$ cat config.mk
export PLATFORM = sky130hd
export DESIGN_NAME = spi_reg_initiator
export DESIGN_NICKNAME = d
export VERILOG_FILES = /design/src/rtl/spi_reg_pkg.sv /design/src/rtl/spi_sync.sv /design/src/rtl/spi_reg_initiator.sv
export SDC_FILE = /design/constraint.sdc
export NUM_CORES = 1
export LEC_CHECK = 0
export CAP_MARGIN = 10
export CORE_MARGIN = 10
export CORE_UTILIZATION = 58
export DETAILED_ROUTE_END_ITERATION = 12
export PLACE_DENSITY = 0.9
export SYNTH_ARGS = -nofsm -noshare
export SYNTH_HDL_FRONTEND = slang
export SYNTH_HIERARCHICAL = 1
export SYNTH_SLANG_ARGS = --single-unit
$ cat constraint.sdc
create_clock -name clk -period 5.22 [get_ports clk]
set_input_delay 1.305 -clock clk [delete_from_list [all_inputs] [get_ports clk]]
set_output_delay 1.305 -clock clk [all_outputs]
set_load 0.05 [all_outputs]
$ cat src/rtl/spi_reg_pkg.sv
// spi_reg_pkg: state encoding and frame sizing helpers
// shared by the spi_reg_initiator slice.
package spi_reg_pkg;

   typedef enum logic [2:0] {
      S_IDLE,
      S_CMD,
      S_RD_REQ,
      S_DATA,
      S_WR_REQ,
      S_DONE
   } state_e;

   function automatic int frame_len(
      input int addr_w,
      input int reg_w
   );
      return 1 + addr_w + reg_w;
   endfunction

   function automatic int cnt_w(input int n);
      return $clog2(n + 1);
   endfunction

endpackage

$ cat src/rtl/spi_sync.sv
// spi_sync: 2-FF synchronizer for an asynchronous pad signal,
// with single-cycle rise/fall pulses on the synchronized value.
module spi_sync #(
   parameter logic RST_VAL = 1'b0
) (
   input  logic clk,
   input  logic rst,
   input  logic d,
   output logic rise,
   output logic fall
);

   logic [2:0] sh_q;
   logic [2:0] sh_d;

   always_comb begin
      sh_d = {sh_q[1:0], d};
   end

   always_ff @(posedge clk) begin
      if (rst) begin
         sh_q <= {3{RST_VAL}};
      end else begin
         sh_q <= sh_d;
      end
   end

   assign rise = sh_q[1] & ~sh_q[2];
   assign fall = ~sh_q[1] & sh_q[2];

endmodule

$ cat src/rtl/spi_reg_initiator.sv
// spi_reg_initiator: SPI mode-0 frames to register-bank requests.
// Optional bus-ack timeout: define SPI_REG_TIMEOUT_EN.
module spi_reg_initiator
   import spi_reg_pkg::*;
#(
   parameter int ADDR_W  = 7,
   parameter int REG_W   = 8,
   parameter int TIMEOUT = 16
) (
   input  logic              clk,
   input  logic              rst,
   input  logic              ena,
   input  logic              spi_cs_n,
   input  logic              spi_sclk,
   input  logic              spi_mosi,
   output logic              spi_miso,
   output logic              wr_rdn,
   output logic [ADDR_W-1:0] addr,
   output logic [REG_W-1:0]  wdata,
   output logic              we,
   input  logic [REG_W-1:0]  rdata,
   input  logic              ack,
   input  logic              err,
   output logic              err_flag
);

   localparam int FRAME_LEN = frame_len(ADDR_W, REG_W);
   localparam int CW = cnt_w(FRAME_LEN);
   localparam logic [CW-1:0] LAST_CMD = CW'(ADDR_W);
   localparam logic [CW-1:0] LAST_BIT = CW'(FRAME_LEN - 1);

   logic sclk_rise, sclk_fall;
   logic cs_rise, cs_fall;
   logic [1:0] mosi_q, mosi_d;
   logic mosi_s;

   state_e state_q, state_d;
   logic [CW-1:0] cnt_q, cnt_d;
   logic [ADDR_W-1:0] cmd_q, cmd_d;
   logic [REG_W-2:0] wsr_q, wsr_d;
   logic [REG_W-1:0] tx_q, tx_d;
   logic miso_q, miso_d;
   logic we_q, we_d;
   logic wr_rdn_q, wr_rdn_d;
   logic [ADDR_W-1:0] addr_q, addr_d;
   logic [REG_W-1:0] wdata_q, wdata_d;
   logic err_q, err_d;
   logic rd_have;
   logic [REG_W-1:0] rd_val;
   logic to_expire;

   spi_sync #(.RST_VAL(1'b0)) u_sclk (
      .clk  (clk),
      .rst  (rst),
      .d    (spi_sclk),
      .rise (sclk_rise),
      .fall (sclk_fall)
   );

   spi_sync #(.RST_VAL(1'b1)) u_cs (
      .clk  (clk),
      .rst  (rst),
      .d    (spi_cs_n),
      .rise (cs_rise),
      .fall (cs_fall)
   );

   always_comb begin
      mosi_d = {mosi_q[0], spi_mosi};
   end
   assign mosi_s = mosi_q[1];

`ifdef SPI_REG_TIMEOUT_EN
   localparam int TW = $clog2(TIMEOUT + 1);
   logic [TW-1:0] to_q, to_d;

   always_comb begin
      to_expire = we_q && !ack
                  && (to_q == TW'(TIMEOUT - 1));
      to_d = (we_q && !ack && !to_expire)
             ? to_q + 1'b1 : '0;
   end

   always_ff @(posedge clk) begin
      if (rst) begin
         to_q <= '0;
      end else begin
         to_q <= to_d;
      end
   end
`else
   assign to_expire = 1'b0;
`endif

   always_comb begin
      state_d  = state_q;
      cnt_d    = cnt_q;
      cmd_d    = cmd_q;
      wsr_d    = wsr_q;
      tx_d     = tx_q;
      miso_d   = miso_q;
      we_d     = we_q;
      wr_rdn_d = wr_rdn_q;
      addr_d   = addr_q;
      wdata_d  = wdata_q;
      err_d    = err_q;
      rd_have  = we_q && ack;
      rd_val   = rdata;
      // the request lives independently of the frame state
      if (we_q && ack) begin
         we_d = 1'b0;
         if (err) begin
            err_d = 1'b1;
         end
      end
      if (to_expire) begin
         we_d    = 1'b0;
         err_d   = 1'b1;
         rd_have = 1'b1;
         rd_val  = '1;
      end
      if (!ena || (cs_rise && state_q != S_IDLE)) begin
         state_d = S_IDLE;
         miso_d  = 1'b0;
      end else begin
         unique case (state_q)
            S_IDLE: begin
               if (cs_fall && !we_q) begin
                  state_d = S_CMD;
                  cnt_d   = '0;
                  err_d   = 1'b0;
                  tx_d    = '0;
                  miso_d  = 1'b0;
               end
            end
            S_CMD: begin
               if (sclk_rise) begin
                  cnt_d = cnt_q + 1'b1;
                  cmd_d = {cmd_q[ADDR_W-2:0], mosi_s};
                  if (cnt_q == LAST_CMD) begin
                     wr_rdn_d = cmd_q[ADDR_W-1];
                     addr_d   = {cmd_q[ADDR_W-2:0], mosi_s};
                     if (cmd_q[ADDR_W-1]) begin
                        state_d = S_DATA;
                     end else begin
                        we_d    = 1'b1;
                        state_d = S_RD_REQ;
                     end
                  end
               end
            end
            S_RD_REQ: begin
               if (rd_have || sclk_fall) begin
                  state_d = S_DATA;
               end
               if (sclk_fall && rd_have) begin
                  miso_d = rd_val[REG_W-1];
                  tx_d   = rd_val << 1;
               end else if (sclk_fall) begin
                  miso_d = 1'b0;
                  tx_d   = '0;
                  err_d  = 1'b1;
               end else if (rd_have) begin
                  tx_d = rd_val;
               end
            end
            S_DATA: begin
               if (sclk_fall) begin
                  miso_d = tx_q[REG_W-1];
                  tx_d   = tx_q << 1;
               end
               if (sclk_rise) begin
                  cnt_d = cnt_q + 1'b1;
                  wsr_d = {wsr_q[REG_W-3:0], mosi_s};
                  if (cnt_q == LAST_BIT) begin
                     miso_d = 1'b0;
                     if (wr_rdn_q) begin
                        wdata_d = {wsr_q, mosi_s};
                        we_d    = 1'b1;
                        state_d = S_WR_REQ;
                     end else begin
                        state_d = S_DONE;
                     end
                  end
               end
            end
            S_WR_REQ: begin
               if (!we_d) begin
                  state_d = S_DONE;
               end
            end
            S_DONE: begin
               miso_d = 1'b0;
            end
            default: begin
               state_d = S_IDLE;
            end
         endcase
      end
   end

   always_ff @(posedge clk) begin
      if (rst) begin
         mosi_q   <= '0;
         state_q  <= S_IDLE;
         cnt_q    <= '0;
         cmd_q    <= '0;
         wsr_q    <= '0;
         tx_q     <= '0;
         miso_q   <= 1'b0;
         we_q     <= 1'b0;
         wr_rdn_q <= 1'b0;
         addr_q   <= '0;
         wdata_q  <= '0;
         err_q    <= 1'b0;
      end else begin
         mosi_q   <= mosi_d;
         state_q  <= state_d;
         cnt_q    <= cnt_d;
         cmd_q    <= cmd_d;
         wsr_q    <= wsr_d;
         tx_q     <= tx_d;
         miso_q   <= miso_d;
         we_q     <= we_d;
         wr_rdn_q <= wr_rdn_d;
         addr_q   <= addr_d;
         wdata_q  <= wdata_d;
         err_q    <= err_d;
      end
   end

   assign spi_miso = miso_q;
   assign we       = we_q;
   assign wr_rdn   = wr_rdn_q;
   assign addr     = addr_q;
   assign wdata    = wdata_q;
   assign err_flag = err_q;

endmodule
==> reports/results.ini, run 1 <==
[hold_path]
hp-class = flop to flop
whs_path_depth = 1

[placement]
place_inst = 338
gp_congestion = 0.8295
portBuffers = 34
place_ws_ns = 1.645
dp_hpwl_um = 3786
place_area_sq_um = 2869

[synth]
postSynth.asyncResetShare_pct = 0
ys_seq_area_share_pct = 44.82
synth.distinct_cells = 49
ys_top_cells_by_count = 57 x dfxtp_1, 32 x nor2_1, 26 x nand2_1
synth_seq_cells = 57
syn_area_per_cell_sq_um = 9.645
yosysWarnings = 6
synth_edf_count = 0
syn-num-nets = 283
yosysMostFrequentCell = dfxtp_1
synth_ff_type = dfxtp_1
ys_top_cells_by_area = dfxtp_1 45%, mux2i_1 9.0%, nor2_1 4.7%, nand2_1 3.8%, a21oi_1 3.3%
synth_cells = 264
yosysTopAreaCellShare_pct = 44.82
syn_area_sq_um = 2546
yosys.area.top_type = dfxtp_1

[finish]
final-instance-count-excl-fill = 354
n_antenna_cell = 0
layout-drive-gt1-share_pct = 11.59
synthToLayoutAreaGrowth_pct = 19.85
nets = 316
post-route-cell-area_sq_um = 3052

[setup_path]
critical_path_peak_fanout = 9
crit_arrival_ns = 3.50
worstSetupEndpointType = flop
critical_path_required_ns = 5.48
worstRegToRegCells = 5
critPathKind = primary input to flop
worstSetupStartpointType = primary input

[sta]
relSlewSlack_pct = 37.75
setup_tns_ns = 0
timing.fmax_mhz = 308.2
tightest_slew_ns = 0.9338
finalMaxSlewViolations = 0
min_period_ns = 3.244
setup_viol = 0
setup_slack_ns = 1.976
period_share_pct = 62.15
rsz0062_at_grt = no
finalHoldViolCount = 0
finClkSkew_ns = 0.007392

[clocking]
htree_levels = 3
clk_pin_slew_ns = 0.06
cts-buffers-inserted = 9
cts_resized = 0
clock_latency_ns = 0.34
cts_sinks = 57
cts_setup_buffers = 0
ctsHoldBuffers = 0
clockBufferDepth = 2
cts_tree = built
cts-root-buf = clkbuf_8

[routing]
drtPass1Iterations = 6
drtIter0Drc = 166
wl_um = 5519
drtAntennaViolNets = 0
viasPerCell = 5.729
wl_per_cell_um = 15.59
vias = 2028
drc = 0

[floorplan]
die_h_um = 86.26
die_w_um = 86.26
dieArea_sq_um = 7440
top_level_ports = 35
initial_utilization_pct = 59.29
placementRows = 24
core_area_sq_um = 4294

[pwr]
ir_drop_v = 0.0002101
power_uw = 858.6
leakage_nw = 1.063
power_density_nw_per_um2 = 281.4

[global_route]
gr-total-overflow = 0
grt_pass1_wl_um = 9384
antenna_found_initial = 0
grt_max_degree = 55
grt_pass1_vias = 2023
track_usage_pct = 15.66

[run_status]
status = finished clean

[run]
drv_cap = 0

==> worst paths after layout <==
path	endpoint	slack [ns]	startpoint
worst max-delay path	we$_SDFF_PP0_	1.98	ena
worst min register to register	u_cs/sh_q[1]$_SDFF_PP1_	0.40	u_cs/sh_q[0]$_SDFF_PP1_
worst max register to register	we$_SDFF_PP0_	2.58	state_q[0]$_SDFFE_PP0P_
worst min-delay path	u_cs/sh_q[1]$_SDFF_PP1_	0.40	u_cs/sh_q[0]$_SDFF_PP1_
==> layout by cell type (no fill, tap or decap), types with 7 or more instances in the layout <==
cell | synthesis | layout
nor2b_1 | 12 | 12
dfxtp_1 | 57 | 57
clkdlybuf4s50_1 | 0 | 33
mux2i_1 | 23 | 23
nand2_1 | 26 | 26
nor2_1 | 32 | 32
clkbuf_8 | 0 | 11
a211oi_1 | 7 | 7
a21oi_1 | 17 | 17
a222oi_1 | 7 | 7
==> per-stage QoR <==
stage               hold WS [ns]  utilization [%]
floorplan                 0.3854                -
CTS                       0.4099            71.07
finish                    0.4033            71.07
global route              0.4342            71.07
detailed placement        0.3984            66.81
global placement          0.3884            66.81
==> kinds of logic (layout without fill, tap and decap cells) <==
family,Yosys count,count (layout),share of synthesized area (%)
simple gates,109,109,23.34
flops,57,57,44.82
compound gates,53,53,17.05
fa+ha+maj,3,3,1.474
mux,23,23,9.042
buf+inv,18,56,3.931
xor+xnor,1,1,0.3440
==> layer usage <==
| metal | up-vias | GRT usage [%] | share of wire, % |
|---|---|---|---|
| li1 | 1013 | - | - |
| met1 | 961 | 17.65 | 43 |
| met2 | 44 | 24.48 | 48 |
| met3 | 10 | 7.036 | 7.0 |
| met4 | 0 | 8.100 | 1.8 |
| met5 | - | 0 | 0 |
==> worst max-delay path: stages <==
cell and delay [ns]:
clkdlybuf4s50_1 0.55, nand3b_1 0.26, nor3_2 0.72, nand2_4 0.24, or2_1 0.27, a31oi_1 0.15
==> sequential cells by signal, indices dropped and copies added, names as in the netlist <==
register and count:
spi_miso 1, wr_rdn 1, cnt_q 5, mosi_q 2, wsr_q 7, cmd_q 7, tx_q 8, err_flag 1
addr 7, u_cs/sh_q 3, state_q 3, u_sclk/sh_q 3, wdata 8, we 1
==> where the power goes <==
| group | switching [mW] | internal (mW) |
|---|---|---|
| combinational | 0.0216 | 0.0197 |
| sequential | 0.00393 | 0.440 |
| clock | 0.177 | 0.197 |
| total | 0.202 | 0.657 |
==> final cells by class <==
| class | count | area, sq um |
|---|---|---|
| multi-input combinational | 189 | 1305 |
| fill | 314 | 1242 |
| sequential | 57 | 1141 |
| timing repair buffer | 34 | 335.3 |
| clock buffer | 12 | 155.1 |
| tap | 52 | 65.06 |
| clock inverter | 4 | 27.53 |
| inverter | 6 | 22.52 |
No activity file was read; power rests on OpenSTA's default activity.
==> run 2: changes to the inputs <==
CORE_UTILIZATION = 54   (was 58)
PLACE_DENSITY = 0.85   (was 0.9)
clock period = 3.2 ns   (was 5.22 ns; I/O delays follow)
==> reports/results.ini, run 2 (same netlist as run 1, synthesis figures left out) <==
[run_status]
status = finished clean

[sta]
relSlewSlack_pct = 52.48
rsz0062_at_grt = no
fin_hold_ws_ns = 0.4111
setup_viol = 0
period_share_pct = 78.15
tightest_slew_ns = 0.7128
finClkSkew_ns = 0.006876
finalMaxSlewViolations = 0
setup_slack_ns = 0.6991
setup_tns_ns = 0
min_period_ns = 2.501
finalHoldViolCount = 0
timing.fmax_mhz = 399.9

[floorplan]
placementRows = 24
initial_utilization_pct = 56.91
die_h_um = 88.67
top_level_ports = 35
dieArea_sq_um = 7861
core_area_sq_um = 4474
die_w_um = 88.67

[global_route]
antenna_found_initial = 0
grt_max_degree = 41
gr-total-overflow = 0
grt_pass1_vias = 1970
grt_pass1_wl_um = 9204
track_usage_pct = 14.92

[placement]
gp_congestion = 0.8508
dp_hpwl_um = 3684
place_area_sq_um = 2884
place_ws_ns = 0.4409
place_inst = 340
portBuffers = 34

[setup_path]
path_cells = clkdlybuf4s50_1, nor2b_1, nand2_1, a221oi_4, nor2_1, a211oi_1
r2r_slack_ns = 0.95
worstSetupEndpointType = flop
critPathKind = primary input to flop
critical_path_peak_fanout = 16
critPathMaxStageDelay_ns = 0.58
critical_path_required_ns = 3.44
crit_slowest_cell = a221oi_4
crit_arrival_ns = 2.74
worstSetupStartpointType = primary input

[clocking]
cts-buffers-inserted = 9
cts-root-buf = clkbuf_8
cts_setup_buffers = 0
cts_tree = built
cts_resized = 0
clockBufferDepth = 2
htree_levels = 3
clk_pin_slew_ns = 0.06
cts_sinks = 57
ctsHoldBuffers = 0
clock_latency_ns = 0.33

[run]
drv_cap = 0

[routing]
drtPass1Iterations = 5
viasPerCell = 5.722
wl_per_cell_um = 15.44
wl_um = 5498
drtIter0Drc = 159
drtAntennaViolNets = 0
vias = 2037
drc = 0

[finish]
nets = 318
final_common_cell = dfxtp_1
multi_input_area_sq_um = 1305
post-route-cell-area_sq_um = 3080
final-instance-count-excl-fill = 356
layout_common_cells = 57 x dfxtp_1, 33 x clkdlybuf4s50_1, 32 x nor2_1, 26 x nand2_1, 23 x mux2i_1
layout-drive-gt1-share_pct = 12.17
utilization_pct = 68.85
regArea_sq_um = 1141
n_antenna_cell = 0
fillers = 352
synthToLayoutAreaGrowth_pct = 20.98

[pwr]
p_clk_share_pct = 45.5
power_frac_comb_pct = 4.7
leakage_nw = 1.084
p_int_mw = 1.128
power_switching_share_pct = 22.46
power_density_nw_per_um2 = 472.3
ir_drop_v = 0.0003383
p_sw_uw = 326.8
pwr-share-seq_pct = 49.8
power_mw = 1.455

[hold_path]
hp-class = flop to flop

## run 2: final cells by class
type | instances | share of cell area (%)
clock buffers | 11 | 4.590
clock inverters | 5 | 1.787
inverters | 6 | 0.7311
multi-input cells | 189 | 42.36
flip-flops and latches | 57 | 37.04
well taps | 52 | 2.112
repair buffers | 36 | 11.37
## run 2: metal layers
metal	track usage (%)	wire length [um]
met3	5.331	386
met4	9.692	112
met5	0	0
met1	17.05	2533
met2	23.14	2465
## run 2: final timing paths
check / start / endpoint / cells past startpoint
worst min register to register: u_cs/sh_q[0]$_SDFF_PP1_ / u_cs/sh_q[1]$_SDFF_PP1_ / 1
worst max-delay path: ena / tx_q[4]$_SDFFE_PP0P_ / 6
worst min-delay path: u_cs/sh_q[0]$_SDFF_PP1_ / u_cs/sh_q[1]$_SDFF_PP1_ / 1
worst max register to register: state_q[0]$_SDFFE_PP0P_ / tx_q[3]$_SDFFE_PP0P_ / 4
## run 2: power groups by stage
stage	combinational (mW)	sequential (mW)	clock, mW
after detailed placement	0.0674	0.739	0
after global placement	0.0663	0.739	0
after floorplan	0.0422	0.737	0
after global routing	0.0748	0.724	0.713
final	0.0686	0.724	0.662
after CTS	0.0688	0.724	0.676
## run 2: worst max-delay path, delay by kind of cell
family | cells | cell delay (ns)
AO/OA/AOI/OAI | 2 | 0.82
buffers and inverters | 1 | 0.55
AND/OR/NAND/NOR | 3 | 0.57
==> run 3: changes to the inputs <==
clock period = 2.4 ns   (was 3.2 ns; I/O delays follow)
==> reports/results.ini, run 3 (same netlist as run 1, synthesis figures left out) <==
[run_status]
status = finished clean

[global_route]
antenna_found_initial = 0
gr-total-overflow = 0
grt_pass1_wl_um = 9618
track_usage_pct = 15.46
grt_max_degree = 39
grt_pass1_vias = 2141

[clocking]
htree_levels = 3
cts-buffers-inserted = 9
clockBufferDepth = 2
cts_tree = built
cts-root-buf = clkbuf_8
clock_latency_ns = 0.33
clk_pin_slew_ns = 0.07
cts_setup_buffers = 0
cts_sinks = 57
ctsHoldBuffers = 0

[sta]
period_share_pct = 93.31
finClkSkew_ns = 0.009246
finalHoldViolCount = 0
min_period_ns = 2.240
setup_viol = 0
relSlewSlack_pct = 64.55
timing.fmax_mhz = 446.5
setup_tns_ns = 0
tightest_slew_ns = 0.5302
fin_hold_ws_ns = 0.4070
rsz0062_at_grt = no
finalMaxSlewViolations = 0

[finish]
final_common_cell = dfxtp_1
fillers = 357
synthToLayoutAreaGrowth_pct = 24.52
n_antenna_cell = 0
nets = 325
regArea_sq_um = 1142
final-instance-count-excl-fill = 363
layout-drive-gt1-share_pct = 14.47
multi_input_area_sq_um = 1305
layout_common_cells = 56 x dfxtp_1, 33 x clkdlybuf4s50_1, 32 x nor2_1, 26 x nand2_1, 23 x mux2i_1
utilization_pct = 70.86

[placement]
dp_hpwl_um = 3918
gp_congestion = 0.8232
portBuffers = 34
place_inst = 347

[setup_path]
path_cells = clkdlybuf4s50_1
worstSetupEndpointType = output pin
crit_buf_inv = 1
reg2reg_from = u_sclk/sh_q[2]$_SDFF_PP0_
critPathKind = flop to output pin
crit_arrival_ns = 1.64
critPathMaxStageDelay_ns = 0.87
crit_slowest_cell = clkdlybuf4s50_1
setup.worst_path.start = we$_SDFF_PP0_
worstSetupStartpointType = flop
path_delay_family = buffers and inverters
critical_path_required_ns = 1.80
critical_path_peak_fanout = 6

[hold_path]
hold_path_startpoint = u_cs/sh_q[0]$_SDFF_PP1_
hp-class = flop to flop

[floorplan]
top_level_ports = 35
die_h_um = 88.67
core_area_sq_um = 4474
die_w_um = 88.67
dieArea_sq_um = 7861
placementRows = 24
initial_utilization_pct = 56.91

[routing]
drtIter0Drc = 131
vias = 2045
wl_per_cell_um = 15.41
wl_um = 5594
viasPerCell = 5.634
drc = 0
drtPass1Iterations = 5
drtAntennaViolNets = 0

[pwr]
leakage_nw = 1.141
power_mw = 2.041
power_density_nw_per_um2 = 643.8
ir_drop_v = 0.0004446

[run]
drv_cap = 0

## run 3: what timing repair did
item,4_1_cts,5_1_grt
hold endpoints to repair,0,0
resized for setup,0,1
setup endpoints to repair,0,2
## run 3: routing by layer
| metal | share of wire (%) | GRT usage (%) |
|---|---|---|
| met5 | 0 | 0 |
| met4 | 2.3 | 7.342 |
| met2 | 49 | 26.00 |
| met3 | 6.2 | 5.882 |
| met1 | 43 | 16.81 |
## run 3: cell type report
class,count,share of cell area [%]
Tap cell,52,2.052
Clock inverter,5,2.486
Sequential cell,57,36.03
Timing Repair Buffer,43,13.10
Multi-Input combinational cell,189,41.16
Clock buffer,11,4.459
Inverter,6,0.7103
## run 3: final timing paths
kind                            cells after the start  slack (ns)                 endpoint
worst min-delay path                                1        0.41  u_cs/sh_q[1]$_SDFF_PP1_
worst max register to register                      7        0.45  state_q[1]$_SDFFE_PP0P_
worst max-delay path                                1        0.16                       we
worst min register to register                      1        0.41  u_cs/sh_q[1]$_SDFF_PP1_
## run 3: power breakdown
part | total (mW) | internal [mW] | switching (mW)
Combinational | 0.0935 | 0.0463 | 0.0472
Sequential | 0.965 | 0.957 | 0.00868
Clock | 0.982 | 0.611 | 0.371
## run 3: through the flow
stage	setup slack, ns	cell area [sq um]
2_1_floorplan	0.5308	2546
3_3_place_gp	0.08389	2949
3_5_place_dp	0.06450	2949
4_1_cts	0.1394	3169
5_1_grt	0.1206	3171
6_report	0.1605	3171
